`src/rtl/rotate_frame_sched.sv`:
```
// rotate_frame_sched: triple-buffer scheduler handing out write/read region bases for the rotation frame store
module rotate_frame_sched #(
    parameter int BUFSIZE = 76800,
    parameter int AW      = 18,
    parameter int CW      = 8
) (
    input  logic          clk,
    input  logic          reset_n,
    input  logic          wr_vblank,
    input  logic          wr_we,
    input  logic          rd_frame_start,
    output logic [AW-1:0] wr_base,
    output logic [AW-1:0] rd_base,
    output logic [1:0]    wr_buf,
    output logic [1:0]    rd_buf,
    output logic          rd_valid,
    output logic [CW-1:0] drop_cnt,
    output logic [CW-1:0] repeat_cnt
);
    localparam logic [AW-1:0] BASE1 = AW'(BUFSIZE);
    localparam logic [AW-1:0] BASE2 = AW'(2 * BUFSIZE);
    localparam logic [CW-1:0] CMAX  = '1;

    logic [1:0]    w_q, l_q, r_q, w_d, l_d, r_d;
    logic          fresh_q, fresh_d, wrote_q, wrote_d, old_vb_q, rd_valid_q, rd_valid_d;
    logic [CW-1:0] drop_q, drop_d, rep_q, rep_d;
    logic [AW-1:0] wr_base_q, rd_base_q;
    logic          vb_rise, complete, start, both, take, drop_inc, rep_inc;

    // Region index to base address as a three-way constant mux, no multiplier
    function automatic logic [AW-1:0] base_of(input logic [1:0] idx);
        return idx == 2'd0 ? '0 : idx == 2'd1 ? BASE1 : BASE2;
    endfunction

    assign vb_rise  = wr_vblank & ~old_vb_q;
    assign complete = vb_rise & (wrote_q | wr_we);
    assign start    = rd_frame_start & rd_valid_q;
    // Reader grabs the frame finishing this very cycle; the older latest frame is dropped
    assign both     = complete & start;
    assign take     = start & ~complete & fresh_q;
    assign drop_inc = complete & fresh_q;
    assign rep_inc  = start & ~complete & ~fresh_q;

    // Next-state rotation of the three region indices and bookkeeping
    always_comb begin
        w_d        = both ? r_q : complete ? l_q : w_q;
        l_d        = both ? l_q : complete ? w_q : take ? r_q : l_q;
        r_d        = both ? w_q : take ? l_q : r_q;
        fresh_d    = complete ? ~start : take ? 1'b0 : fresh_q;
        wrote_d    = vb_rise ? 1'b0 : (wrote_q | wr_we);
        rd_valid_d = rd_valid_q | complete;
        drop_d     = (drop_inc && drop_q != CMAX) ? drop_q + 1'b1 : drop_q;
        rep_d      = (rep_inc && rep_q != CMAX) ? rep_q + 1'b1 : rep_q;
    end

    // State registers; bases follow the indices one clock later
    always_ff @(posedge clk or negedge reset_n) begin
        if (!reset_n) begin
            w_q        <= 2'd0;
            l_q        <= 2'd1;
            r_q        <= 2'd2;
            fresh_q    <= 1'b0;
            wrote_q    <= 1'b0;
            old_vb_q   <= 1'b0;
            rd_valid_q <= 1'b0;
            drop_q     <= '0;
            rep_q      <= '0;
            wr_base_q  <= '0;
            rd_base_q  <= BASE2;
        end else begin
            w_q        <= w_d;
            l_q        <= l_d;
            r_q        <= r_d;
            fresh_q    <= fresh_d;
            wrote_q    <= wrote_d;
            old_vb_q   <= wr_vblank;
            rd_valid_q <= rd_valid_d;
            drop_q     <= drop_d;
            rep_q      <= rep_d;
            wr_base_q  <= base_of(w_q);
            rd_base_q  <= base_of(r_q);
        end
    end

    assign wr_base    = wr_base_q;
    assign rd_base    = rd_base_q;
    assign wr_buf     = w_q;
    assign rd_buf     = r_q;
    assign rd_valid   = rd_valid_q;
    assign drop_cnt   = drop_q;
    assign repeat_cnt = rep_q;
endmodule

```
`config.mk`:
```
export PLATFORM = sky130hd
export DESIGN_NAME = rotate_frame_sched
export DESIGN_NICKNAME = d
export VERILOG_FILES = /design/src/rtl/rotate_frame_sched.sv
export SDC_FILE = /design/constraint.sdc
export NUM_CORES = 1
export LEC_CHECK = 0
export ABC_AREA = 1
export CAP_MARGIN = 20
export CORE_UTILIZATION = 51
export CTS_BUF_LIST = sky130_fd_sc_hd__clkbuf_8
export CTS_CLUSTER_SIZE = 12
export DETAILED_ROUTE_END_ITERATION = 8
export PLACE_DENSITY = 0.93
export SLEW_MARGIN = 15
export SYNTH_ARGS = -nofsm -noshare
export SYNTH_HDL_FRONTEND = slang
export SYNTH_SLANG_ARGS = --single-unit
```
`constraint.sdc`:
```
create_clock -name clk -period 3.4 [get_ports clk]
set_input_delay 0.68 -clock clk [delete_from_list [all_inputs] [get_ports clk]]
set_output_delay 0.68 -clock clk [all_outputs]
set_load 0.01 [all_outputs]
```
==> impl_metrics.py, run 1 <==
metrics = {
    "power": {
        "power.switching_mw": 0.470,
        "p_comb_share_pct": 36.5,
        "p_leak_nw": 1.12,
        "pwr_density_cell_mw_per_mm2": 627,
        "internal_power_mw": 0.942,
        "ir_worst_vdd_mv": 0.337,
        "p_total_mw": 1.41,
        "swShare_pct": 33.3,
        "seq_power_share_pct": 42.5,
        "pwr-share-clk_pct": 21.0,
    },
    "sta": {
        "finalCriticalPeriod_ns": 2.09,
        "finalMaxSlewViolations": 0,
        "fmax_ghz": 0.478,
        "rsz0062_at_grt": "false",
        "fin_crit_sh_pct": 61.6,
        "hold_viol": 0,
        "setup_tns_ns": 0,
        "finalClockSkew_ns": 0.00689,
        "finalSetupViolCount": 0,
    },
    "setup_path": {
        "slowest_stage": "dfstp_2",
        "path_class": "reg2out",
        "worstSetupEndpointType": "output pin",
        "critical_path_required_ns": 2.72,
        "cp_cell_sequence": "clkdlybuf4s50_1",
        "worstPathArrival_ns": 1.41,
        "critical_path.top_delay_family": "flip-flops",
        "crit_path_max_fanout": 7,
        "startpoint_type": "flop",
        "regToRegSetupSlack_ns": 2.01,
        "crit_buf_inv": 1,
        "critical-path-max-stage-delay_ns": 0.58,
    },
    "clocking": {
        "cts-root-buf": "clkbuf_8",
        "clock_path_buffers": 2,
        "cts_sinks": 32,
        "cts_tree": "done",
        "cts_inserted_buffers": 5,
        "clk_latency_ns": 0.29,
        "cts_max_level": 2,
        "postCtsSetupBuffers": 0,
        "clk_pin_slew_ns": 0.06,
        "cts_hold_buffers": 0,
        "ctsResizeCount": 0,
    },
    "floorplanning": {
        "core_area_mm2": 0.00342,
        "die_x_um": 62.3,
        "fp-row-count": 21,
        "start_util_pct": 54.4,
        "dieArea_mm2": 0.00389,
        "ios": 62,
        "die_y_um": 62.3,
    },
    "drt": {
        "num_vias": 1445,
        "drt_iter0_drc": 20,
        "drt-total-wl_um": 3110,
        "first_pass_iters": 4,
        "wl_per_cell_um": 9.72,
        "postRouteAntennaNets": 0,
        "route.detailed.drc": 0,
        "drt-vias-per-instance": 4.52,
    },
    "synth": {
        "yosysTopAreaCellShare_pct": 37.7,
        "ys_ff_latch": 32,
        "avgSynthCellArea_um2": 7.83,
        "synth_top_cells_by_area": "dfrtp_1 (38%), nand2_1 (18%), buf_4 (12%), dfstp_2 (5.7%), nor2_1 (3.8%)",
        "synthCells": 237,
        "synth.distinct_cells": 26,
        "ys_seq_area_share_pct": 43.4,
        "yosysTopAreaCell": "dfrtp_1",
        "syn-cell-area_mm2": 0.00186,
        "ys_warn_count": 0,
    },
    "layout": {
        "fin_cells": 320,
        "fin_util_pct": 65.9,
        "final_common_cell": "nand2_1",
        "diodes": 0,
        "layout-drive-gt1-share_pct": 12.0,
        "fin_nets": 280,
        "syn2layout_area_growth_pct": 21.3,
        "layout_common_cells": "nand2_1 (91), clkdlybuf4s50_1 (39), dfrtp_1 (28)",
    },
    "grt": {
        "antenna_found_initial": 0,
        "grtUsageMet1_pct": 21.0,
        "grt.busiest_layer": "met2",
        "grt_max_degree": 33,
        "grt_use_total_pct": 18.4,
        "grt_pass1_vias": 1297,
        "met2_usage_pct": 30.5,
        "grt-ovfl-total": 0,
        "use_met3_pct": 6.43,
        "grt_pass1_wl_um": 5510,
    },
    "outcome": {
        "status": "complete, no violations",
    },
    "place": {
        "port_buffers": 39,
        "hpwl_um": 2320,
        "gp_congestion": 0.830,
        "dp.cells": 312,
    },
    "run": {
        "drv_cap": 0,
    },
    "hold_path": {
        "hold_path.class": "reg2reg",
    },
}
[metrics by stage]
stage               worst slack, ns  hold WS [ns]  area (um^2)
detailed placement             1.42         0.398         2160
global route                   1.25         0.420         2250
CTS                            1.29         0.408         2250
floorplan                      2.03         0.384         1940
global placement               1.46         0.401         2160
finish                         1.31         0.405         2250
[power groups by stage]
stage	clock network, mW	registers, mW	logic, mW
5_1_grt	0.326	0.620	0.564
2_1_floorplan	0	0.633	0.265
3_3_place_gp	0	0.601	0.509
3_5_place_dp	0	0.610	0.521
6_report	0.296	0.600	0.516
4_1_cts	0.308	0.603	0.523
[cell families (layout without fill, tap and decap cells)]
logic type,after synthesis,after routing,synth area share (%)
DFF,32,32,43.4
AOI/OAI and AO/OA,10,10,2.96
buffers and inverters,53,69,16.9
and+or+nand+nor,133,133,32.3
other,1,22,0.202
xor gates and xnor gates,6,6,2.83
adders and majority gates,2,2,1.35
[worst reg2reg max path: cells and delay by family (launching register included)]
family,cells,cell delay (ns)
fa+ha+maj,1,0.25
buf+inv,2,0.09
flops,1,0.43
simple gates,5,0.56
[flip-flops by register name (all words and copies together), names as in the netlist]
signal / count
old_vb_q: 1
wr_base: 3
rd_buf: 2
wr_buf: 2
fresh_q: 1
wrote_q: 1
rd_valid: 1
rd_base: 3
drop_cnt: 8
repeat_cnt: 8
l_q: 2
[worst paths after layout]
kind / endpoint / from / depth (start not counted)
setup / recovery: rd_buf[1] / rd_buf[1] / 1
hold / removal: rd_base[14] / rd_buf[1] / 0
setup reg to reg: repeat_cnt[2] / repeat_cnt[0] / 8
hold reg to reg: rd_base[14] / rd_buf[1] / 0
max in group asynchronous: rd_base[14] / reset_n / 2
min in group asynchronous: fresh_q / reset_n / 2
[layer usage]
metal	up-vias	part of all wire [%]
met5	-	0
met2	53	49
met4	0	1.9
met3	7	6.8
met1	649	43
li1	736	-
[cells in the mapped netlist, drive strengths merged]
master / number
xor2: 4
dfrtp: 28
nor2: 25
inv: 21
xnor2: 2
nand2: 94
nand3: 9
nand3b: 3
ha: 2
conb: 1
o21ai: 7
o211ai: 2
a21oi: 1
buf: 30
dfstp: 4
clkbuf: 2
or2: 2
[area by class of cell]
| class | count | area (um^2) |
|---|---|---|
| clock inverters | 2 | 11.3 |
| well taps | 46 | 57.6 |
| fillers | 288 | 1160 |
| flip-flops and latches | 32 | 806 |
| inverters | 21 | 81.3 |
| clock buffers | 6 | 82.6 |
| multi-input cells | 173 | 816 |
| repair buffers | 40 | 398 |
(Power assumes the default switching activity.)
==> run 2, diff against run 1 <==
--- a/config.mk
+++ b/config.mk
@@ -7,11 +7,11 @@
 export LEC_CHECK = 0
 export ABC_AREA = 1
 export CAP_MARGIN = 20
-export CORE_UTILIZATION = 51
+export CORE_UTILIZATION = 47
 export CTS_BUF_LIST = sky130_fd_sc_hd__clkbuf_8
 export CTS_CLUSTER_SIZE = 12
 export DETAILED_ROUTE_END_ITERATION = 8
-export PLACE_DENSITY = 0.93
+export PLACE_DENSITY = 0.87
 export SLEW_MARGIN = 15
 export SYNTH_ARGS = -nofsm -noshare
 export SYNTH_HDL_FRONTEND = slang
==> constraint.sdc (replaced) <==
create_clock -name clk -period 2.1 [get_ports clk]
set_input_delay 0.42 -clock clk [delete_from_list [all_inputs] [get_ports clk]]
set_output_delay 0.42 -clock clk [all_outputs]
set_load 0.01 [all_outputs]
==> run 2 against run 1 <==
Compared with the run above: utilization decreased by 5.3 points; critical path depth is the same; routed wire length is 3.6% higher; non-clock buffer count unchanged; largest power group unchanged.
==> impl_metrics.py, run 2 (synthesized netlist as in run 1, its figures left out) <==
metrics = {
    "outcome": {
        "status": "complete, no violations",
    },
    "grt": {
        "grt-ovfl-total": 0,
        "grt_pass1_wl_um": 5420,
        "grt_use_total_pct": 17.3,
        "antenna_found_initial": 0,
        "grt_max_degree": 33,
        "grt_pass1_vias": 1212,
    },
    "layout": {
        "diodes": 0,
        "fillers": 343,
        "final_common_cell": "nand2_1",
        "seqCellArea_um2": 806,
        "fin_util_pct": 60.6,
        "fin_nets": 280,
        "syn2layout_area_growth_pct": 21.4,
        "multi_input_area_um2": 816,
        "layout-drive-gt1-share_pct": 12.4,
        "fin_cells": 322,
        "fin_area_mm2": 0.00225,
        "layout_common_cells": "nand2_1 (91), clkdlybuf4s50_1 (39), dfrtp_1 (28)",
    },
    "sta": {
        "fin_crit_sh_pct": 88.4,
        "finalCriticalPeriod_ns": 1.86,
        "rsz0062_at_grt": "false",
        "finalClockSkew_ns": 0.00832,
        "finalMaxSlewViolations": 0,
        "hold_viol": 0,
        "finalSetupViolCount": 0,
        "setup_tns_ns": 0,
        "fmax_ghz": 0.539,
        "holdWs_ns": 0.410,
        "setup_slack_ns": 0.244,
    },
    "floorplanning": {
        "core_area_mm2": 0.00372,
        "start_util_pct": 50.0,
        "dieArea_mm2": 0.00421,
        "die_x_um": 64.9,
        "die_y_um": 64.9,
        "fp-row-count": 22,
        "ios": 62,
    },
    "clocking": {
        "cts_tree": "done",
        "cts_inserted_buffers": 5,
        "cts-root-buf": "clkbuf_8",
        "cts_max_level": 2,
        "cts_sinks": 32,
        "clock_path_buffers": 2,
        "cts_hold_buffers": 0,
        "clk_pin_slew_ns": 0.07,
        "ctsResizeCount": 0,
        "clk_latency_ns": 0.30,
        "postCtsSetupBuffers": 0,
    },
    "setup_path": {
        "crit_buf_inv": 1,
        "critical_path_required_ns": 1.68,
        "slowest_stage": "dfstp_2",
        "worstPathArrival_ns": 1.44,
        "crit_cells": 1,
        "critical_path.top_delay_family": "flip-flops",
        "startpoint_type": "flop",
        "cp_cell_sequence": "clkdlybuf4s50_1",
        "path_class": "reg2out",
        "crit_path_max_fanout": 7,
        "regToRegSetupSlack_ns": 0.69,
        "r2r_cells": 8,
        "worstSetupEndpointType": "output pin",
        "critical-path-max-stage-delay_ns": 0.59,
    },
    "drt": {
        "route.met3.wl_um": 218,
        "wl_met1_um": 1420,
        "route.detailed.drc": 0,
        "drt_iter0_drc": 69,
        "drt-vias-per-instance": 4.53,
        "routed.top_layer": "met4",
        "wl_per_cell_um": 10.0,
        "drt-total-wl_um": 3220,
        "num_vias": 1458,
        "first_pass_iters": 4,
        "routed-wl-met2_um": 1520,
        "postRouteAntennaNets": 0,
    },
    "power": {
        "pwr_density_cell_mw_per_mm2": 1020,
        "p_leak_nw": 1.11,
        "p_total_mw": 2.30,
        "ir_worst_vdd_mv": 0.643,
    },
    "place": {
        "dpl_worst_slack_ns": 0.375,
        "hpwl_um": 2310,
        "gp_congestion": 0.879,
        "port_buffers": 39,
        "dp.cells": 314,
        "dpl_cell_area_mm2": 0.00216,
    },
    "hold_path": {
        "whs_path_depth": 0,
        "hold_path.class": "reg2reg",
    },
    "run": {
        "drv_cap": 0,
    },
}
run 2: final cells by class:
type	count	share of cell area, %
inverter	21	3.61
clock inverter	3	1.05
sequential	32	35.8
timing repair buffer	40	17.7
multi-input combinational	173	36.2
tap	48	2.67
clock buffer	5	3.05
run 2: power by group:
| part | internal, mW | switching, mW | total (mW) | leakage, nW |
|---|---|---|---|---|
| logic | 0.465 | 0.373 | 0.837 | 0.666 |
| clock network | 0.234 | 0.257 | 0.492 | 0.0404 |
| registers | 0.800 | 0.173 | 0.973 | 0.401 |
run 2: layer usage:
layer | global-route usage [%] | vias up
met2 | 27.6 | 61
li1 | - | 742
met4 | 8.33 | 0
met3 | 6.34 | 6
met1 | 20.3 | 649
met5 | 0 | -
run 2: worst paths after layout:
kind	endpoint	startpoint
worst max-delay path	rd_buf[1]	rd_buf[1]
min in group asynchronous	drop_cnt[2]	reset_n
max in group asynchronous	l_q[0]	reset_n
worst min register to register	rd_base[14]	rd_buf[1]
worst max register to register	drop_cnt[1]	drop_cnt[0]
worst min-delay path	rd_base[14]	rd_buf[1]
